==> src/rtl/alarme_controle_if.sv <==
// Signal bundle between the alarm panel logic and the alarm controller:
// decoder trigger and panel requests in, siren/LED drives out.
interface alarme_controle_if;
    logic       S;
    logic       arm;
    logic       disarm;
    logic       siren;
    logic       armed;
    logic       pending;
    logic [3:0] event_count;

    modport master (
        output S, arm, disarm,
        input  siren, armed, pending, event_count
    );

    modport slave (
        input  S, arm, disarm,
        output siren, armed, pending, event_count
    );
endinterface

==> src/rtl/alarme_controle.sv <==
// Arming controller behind the alarm decoder: exit delay, entry delay,
// bounded siren burst with automatic re-arm, and a saturating event counter.
module alarme_controle #(
    parameter int EXIT_DELAY  = 8,
    parameter int ENTRY_DELAY = 8,
    parameter int SIREN_TIME  = 16,
    parameter int CNT_W       = 8
) (
    input  logic               clk,
    input  logic               rst,
    alarme_controle_if.slave   bus
);
    typedef enum logic [2:0] {
        DESARMADO,
        SAIDA,
        ARMADO,
        ENTRADA,
        DISPARO
    } state_t;

    localparam logic [CNT_W-1:0] EXIT_LOAD  = CNT_W'(EXIT_DELAY - 1);
    localparam logic [CNT_W-1:0] ENTRY_LOAD = CNT_W'(ENTRY_DELAY - 1);
    localparam logic [CNT_W-1:0] SIREN_LOAD = CNT_W'(SIREN_TIME - 1);

    state_t           state_reg, state_next;
    logic [CNT_W-1:0] cnt_reg, cnt_next;
    logic [3:0]       event_count_reg, event_count_next;
    logic             siren_reg, armed_reg, pending_reg;

    always_comb begin
        state_next       = state_reg;
        cnt_next         = cnt_reg;
        event_count_next = event_count_reg;
        case (state_reg)
            DESARMADO: begin
                if (bus.arm) begin
                    state_next = SAIDA;
                    cnt_next   = EXIT_LOAD;
                end
            end
            SAIDA: begin
                if (cnt_reg == '0) state_next = ARMADO;
                else               cnt_next   = cnt_reg - 1'b1;
            end
            ARMADO: begin
                if (bus.S) begin
                    state_next = ENTRADA;
                    cnt_next   = ENTRY_LOAD;
                end
            end
            ENTRADA: begin
                if (cnt_reg == '0) begin
                    state_next = DISPARO;
                    cnt_next   = SIREN_LOAD;
                    if (event_count_reg != 4'hF)
                        event_count_next = event_count_reg + 4'd1;
                end else begin
                    cnt_next = cnt_reg - 1'b1;
                end
            end
            DISPARO: begin
                if (cnt_reg == '0) state_next = ARMADO;
                else               cnt_next   = cnt_reg - 1'b1;
            end
            default: begin
                state_next = DESARMADO;
                cnt_next   = '0;
            end
        endcase
        // Disarm wins over everything, including timer expiry; the event history survives.
        if (bus.disarm) begin
            state_next       = DESARMADO;
            cnt_next         = '0;
            event_count_next = event_count_reg;
        end
    end

    // Outputs are decoded from the next state so they line up with the state register.
    always_ff @(posedge clk) begin
        if (rst) begin
            state_reg       <= DESARMADO;
            cnt_reg         <= '0;
            event_count_reg <= '0;
            siren_reg       <= 1'b0;
            armed_reg       <= 1'b0;
            pending_reg     <= 1'b0;
        end else begin
            state_reg       <= state_next;
            cnt_reg         <= cnt_next;
            event_count_reg <= event_count_next;
            siren_reg       <= (state_next == DISPARO);
            armed_reg       <= (state_next == ARMADO) || (state_next == ENTRADA) ||
                               (state_next == DISPARO);
            pending_reg     <= (state_next == SAIDA) || (state_next == ENTRADA);
        end
    end

    assign bus.siren       = siren_reg;
    assign bus.armed       = armed_reg;
    assign bus.pending     = pending_reg;
    assign bus.event_count = event_count_reg;
endmodule
==> src/flat_wrapper.sv <==
// flat-port wrapper written by rule: the top's interface ports become plain ports
module alarme_controle_flat 
#(
    parameter int EXIT_DELAY  = 8,
    parameter int ENTRY_DELAY = 8,
    parameter int SIREN_TIME  = 16,
    parameter int CNT_W       = 8
)
  (clk, rst, bus_S, bus_arm, bus_disarm, bus_siren, bus_armed, bus_pending, bus_event_count);
  alarme_controle_if bus_i ();
  input  logic clk;
  input  logic rst;
  input wire logic [$bits(bus_i.S)-1:0] bus_S;
  input wire logic [$bits(bus_i.arm)-1:0] bus_arm;
  input wire logic [$bits(bus_i.disarm)-1:0] bus_disarm;
  output wire logic [$bits(bus_i.siren)-1:0] bus_siren;
  output wire logic [$bits(bus_i.armed)-1:0] bus_armed;
  output wire logic [$bits(bus_i.pending)-1:0] bus_pending;
  output wire logic [$bits(bus_i.event_count)-1:0] bus_event_count;
  assign bus_i.S = bus_S;
  assign bus_i.arm = bus_arm;
  assign bus_i.disarm = bus_disarm;
  assign bus_siren = bus_i.siren;
  assign bus_armed = bus_i.armed;
  assign bus_pending = bus_i.pending;
  assign bus_event_count = bus_i.event_count;
  alarme_controle #(.EXIT_DELAY(EXIT_DELAY), .ENTRY_DELAY(ENTRY_DELAY), .SIREN_TIME(SIREN_TIME), .CNT_W(CNT_W)) u_core (.clk(clk), .rst(rst), .bus(bus_i));
endmodule
==> config.mk <==
export PLATFORM = sky130hd
export DESIGN_NAME = alarme_controle_flat
export DESIGN_NICKNAME = d
export VERILOG_FILES = /design/src/rtl/alarme_controle_if.sv /design/src/rtl/alarme_controle.sv /design/src/flat_wrapper.sv
export SDC_FILE = /design/constraint.sdc
export NUM_CORES = 1
export LEC_CHECK = 0
export CORE_MARGIN = 2
export CORE_UTILIZATION = 49
export DETAILED_ROUTE_END_ITERATION = 10
export HOLD_SLACK_MARGIN = 0.02
export PLACE_DENSITY = 0.72
export SETUP_SLACK_MARGIN = 0.3
export SYNTH_ARGS = -nofsm -noshare
export SYNTH_HDL_FRONTEND = slang
export SYNTH_SLANG_ARGS = --single-unit
==> constraint.sdc <==
create_clock -name clk -period 2.59 [get_ports clk]
set_clock_uncertainty 0.2 [all_clocks]
set_input_delay 0.518 -clock clk [delete_from_list [all_inputs] [get_ports clk]]
set_output_delay 0.518 -clock clk [all_outputs]
set_load 0.02 [all_outputs]
==> impl_metrics.yaml <==
pwr:
  pwr-share-seq_pct: 50.8
  leakage_nw: 0.418
  power.density_nw_per_um2: 496
  p_clk_share_pct: 30.0
  swShare_pct: 28.6
  ir_drop_mv: 0.269
  intPower_uw: 419
  switchingPower_uw: 168
  power_frac_comb_pct: 19.1
yosys:
  postSynthCellCount: 115
  postSynth.asyncResetShare_pct: 0
  ys_seq_area_share_pct: 35.2
  synth_edf_count: 0
  synth_nets: 122
  synth_top_cell_by_area: "dfxtp_1"
  ys_seq_elements: 18
  yosysWarnings: 0
  synthFlopType: "dfxtp_1"
  ys_top_cells_by_area: "dfxtp_1, nor2_1, nand3_1, a21oi_1, xnor2_1"
  synthesis.area_um2: 1020
  yosysUniqueCellTypes: 43
  syn_avg_cell_area_um2: 8.91
  synth_top_area_share_pct: 35.2
detailed_routing:
  wl_per_cell_um: 13.9
  ant_nets: 0
  drc: 0
  first_pass_iters: 4
  vias_per_cell: 5.64
  routed_wl_um: 2140
  drt_iter0_drc: 17
  num_vias: 869
floorplanning:
  die_y_um: 49.7
  placeableCoreArea_um2: 1960
  rows: 16
  chipWidth_um: 49.7
  ioPinCount: 12
  dieArea_um2: 2470
  initial_core_util_pct: 52.2
timing:
  fin_setup_tns_ns: 0
  rsz0062_at_grt: "false"
  worst_slew_pin_slew_ns: 0.440
  finalHoldViolCount: 0
  max_freq_ghz: 0.467
  drv_slew: 0
  setup_viol: 0
  fin_hold_ws_ns: 0.328
  worst_slew_margin_rel_pct: 70.6
  min_period_over_period_pct: 82.7
  fin_crit_ns: 2.14
layout:
  syn_to_final_growth_pct: 15.4
  diodes: 0
  largest_reg_flops: 8
  drive_gt1_share_pct: 16.5
  fin_nets: 135
  final_area_um2: 1180
clock_tree:
  cts-htree-levels: 1
  clk_path_buf_depth: 2
  clk_latency_ns: 0.29
  clkTransAtPathRegs_ns: 0.11
  cts_tree: "done"
  cts_buffers: 3
  cts_sinks: 18
  clockRootBuffer: "clkbuf_4"
global_route:
  grt_pass1_vias: 864
  grt_max_degree: 12
  grt.overflow.total: 0
  grt_usage_pct: 19.3
  antenna_found_initial: 0
  grt_pass1_wl_um: 3710
critical_path:
  path_cells: "inv_1, ha_1, nor4b_4, and2_2, a21oi_4, nand3_1, o31ai_1"
  critPathLaunchType: "register"
  worstRegToRegCells: 7
  reg2reg_to: "u_core.cnt_reg[7]$_SDFFE_PP0P_"
  worstSetupEndpointType: "register"
  critical_path.top_delay_family: "simple AND/OR/NAND/NOR gates"
  cp.arrival_ns: 2.15
  critPathSlowestCell: "dfxtp_1"
  worst-path-max-fanout: 9
  cpPeakStageDelay_ns: 0.42
  timing_worst_setup_path_type: "reg -> reg"
  r2r_start: "u_core.cnt_reg[0]$_SDFFE_PP0P_"
  worst_ep_required_time_ns: 2.60
  r2r_slack_ns: 0.45
  worst-path-buf-inv: 1
status:
  status: "finished clean"
place:
  place_area_um2: 1140
  post-dp-hpwl_um: 1630
  gp_congestion: 0.723
  io_buffers: 11
min_path:
  hold_start: "u_core.bus.event_count[1]$_SDFFE_PP0P_"
  min_to: "u_core.bus.event_count[1]$_SDFFE_PP0P_"
  hold_path_class: "reg -> reg"
  min_path_cells: 2
flow_run:
  max_cap_viol_count: 0
[power groups by stage]
stage / registers [mW] / clock network (mW) / logic (mW)
3_3_place_gp: 0.304 / 0 / 0.108
2_1_floorplan: 0.301 / 0 / 0.0934
6_report: 0.298 / 0.176 / 0.112
4_1_cts: 0.298 / 0.179 / 0.111
5_1_grt: 0.300 / 0.195 / 0.124
3_5_place_dp: 0.304 / 0 / 0.110
[placed cells by master, fill, tap and decap left out, types with 2 or more instances in the layout]
cell	n
clkdlybuf4s50_1	11
o21a_1	2
nor3_2	2
clkbuf_4	3
inv_1	6
a21o_1	2
dfxtp_1	18
a2111oi_0	2
nor3_1	4
xnor2_1	4
nand2_1	6
buf_4	2
ha_1	2
o221a_1	2
nand2b_4	2
a21oi_1	7
nor2_1	17
nand3_1	10
[synthesized netlist by cell type (2+ instances only)]
cell type  number
nor2_1         17
a21o_1          2
nor3_1          4
dfxtp_1        18
xnor2_1         4
a2111oi_0       2
nor3_2          2
inv_1           6
buf_6           2
nand3_1        10
a21oi_1         7
o21a_1          2
ha_1            2
nand2_1         6
nand2b_4        2
o221a_1         2
[cell families (layout without fill, tap and decap cells)]
family / after synthesis / in the layout / synth area share [%]
buffers and inverters: 12 / 24 / 6.35
adder cells (fa/ha/maj): 2 / 2 / 2.44
multiplexers: 2 / 2 / 2.44
AND/OR/NAND/NOR: 48 / 48 / 27.8
XOR/XNOR: 5 / 5 / 4.27
flip-flops: 18 / 18 / 35.2
AO/OA/AOI/OAI: 28 / 28 / 21.5
[worst max-delay path by stage]
stage	start	end	depth (start not counted)
floorplan	u_core.cnt_reg[0]$_SDFFE_PP0P_	u_core.cnt_reg[3]$_SDFFE_PP0P_	8
global placement	bus_arm	u_core.cnt_reg[6]$_SDFFE_PP0P_	6
detailed placement	bus_arm	u_core.cnt_reg[6]$_SDFFE_PP0P_	6
CTS	u_core.cnt_reg[0]$_SDFFE_PP0P_	u_core.cnt_reg[7]$_SDFFE_PP0P_	7
global route	u_core.cnt_reg[0]$_SDFFE_PP0P_	u_core.cnt_reg[7]$_SDFFE_PP0P_	7
finish	u_core.cnt_reg[0]$_SDFFE_PP0P_	u_core.cnt_reg[7]$_SDFFE_PP0P_	7
[through the flow]
step	utilization, %	setup WS (ns)	std cells	power, mW
after floorplan	-	0.732	115	0.395
after global placement	58.4	0.410	150	0.412
after detailed placement	58.4	0.374	150	0.415
after CTS	60.2	0.417	154	0.588
after global routing	60.3	0.329	154	0.619
final	60.3	0.449	154	0.587
[worst register-to-register path, stage by stage (launching register included)]
cell and delay (ns):
dfxtp_1 0.42, inv_1 0.06, ha_1 0.24, nor4b_4 0.16, and2_2 0.26, a21oi_4 0.30, nand3_1 0.18, o31ai_1 0.24
[per-layer routing]
layer	track usage, %	share of wire (%)
met2	34.0	51
met1	23.7	45
met4	5.56	0.89
met3	3.64	3.2
met5	0	0
[final cells by class]
cell class,instances,area [um2]
Clock buffer,4,36.3
Fill cell,191,779
Inverter,7,26.3
Multi-Input combinational cell,85,601
Sequential cell,18,360
Tap cell,27,33.8
Timing Repair Buffer,13,125
[timing repair]
action                     in CTS  in global routing
hold buffers                    0                  0
gates resized for setup         0                  1
buffers inserted                0                  0
setup endpoints to repair       0                  2
(Power assumes the default switching activity.)
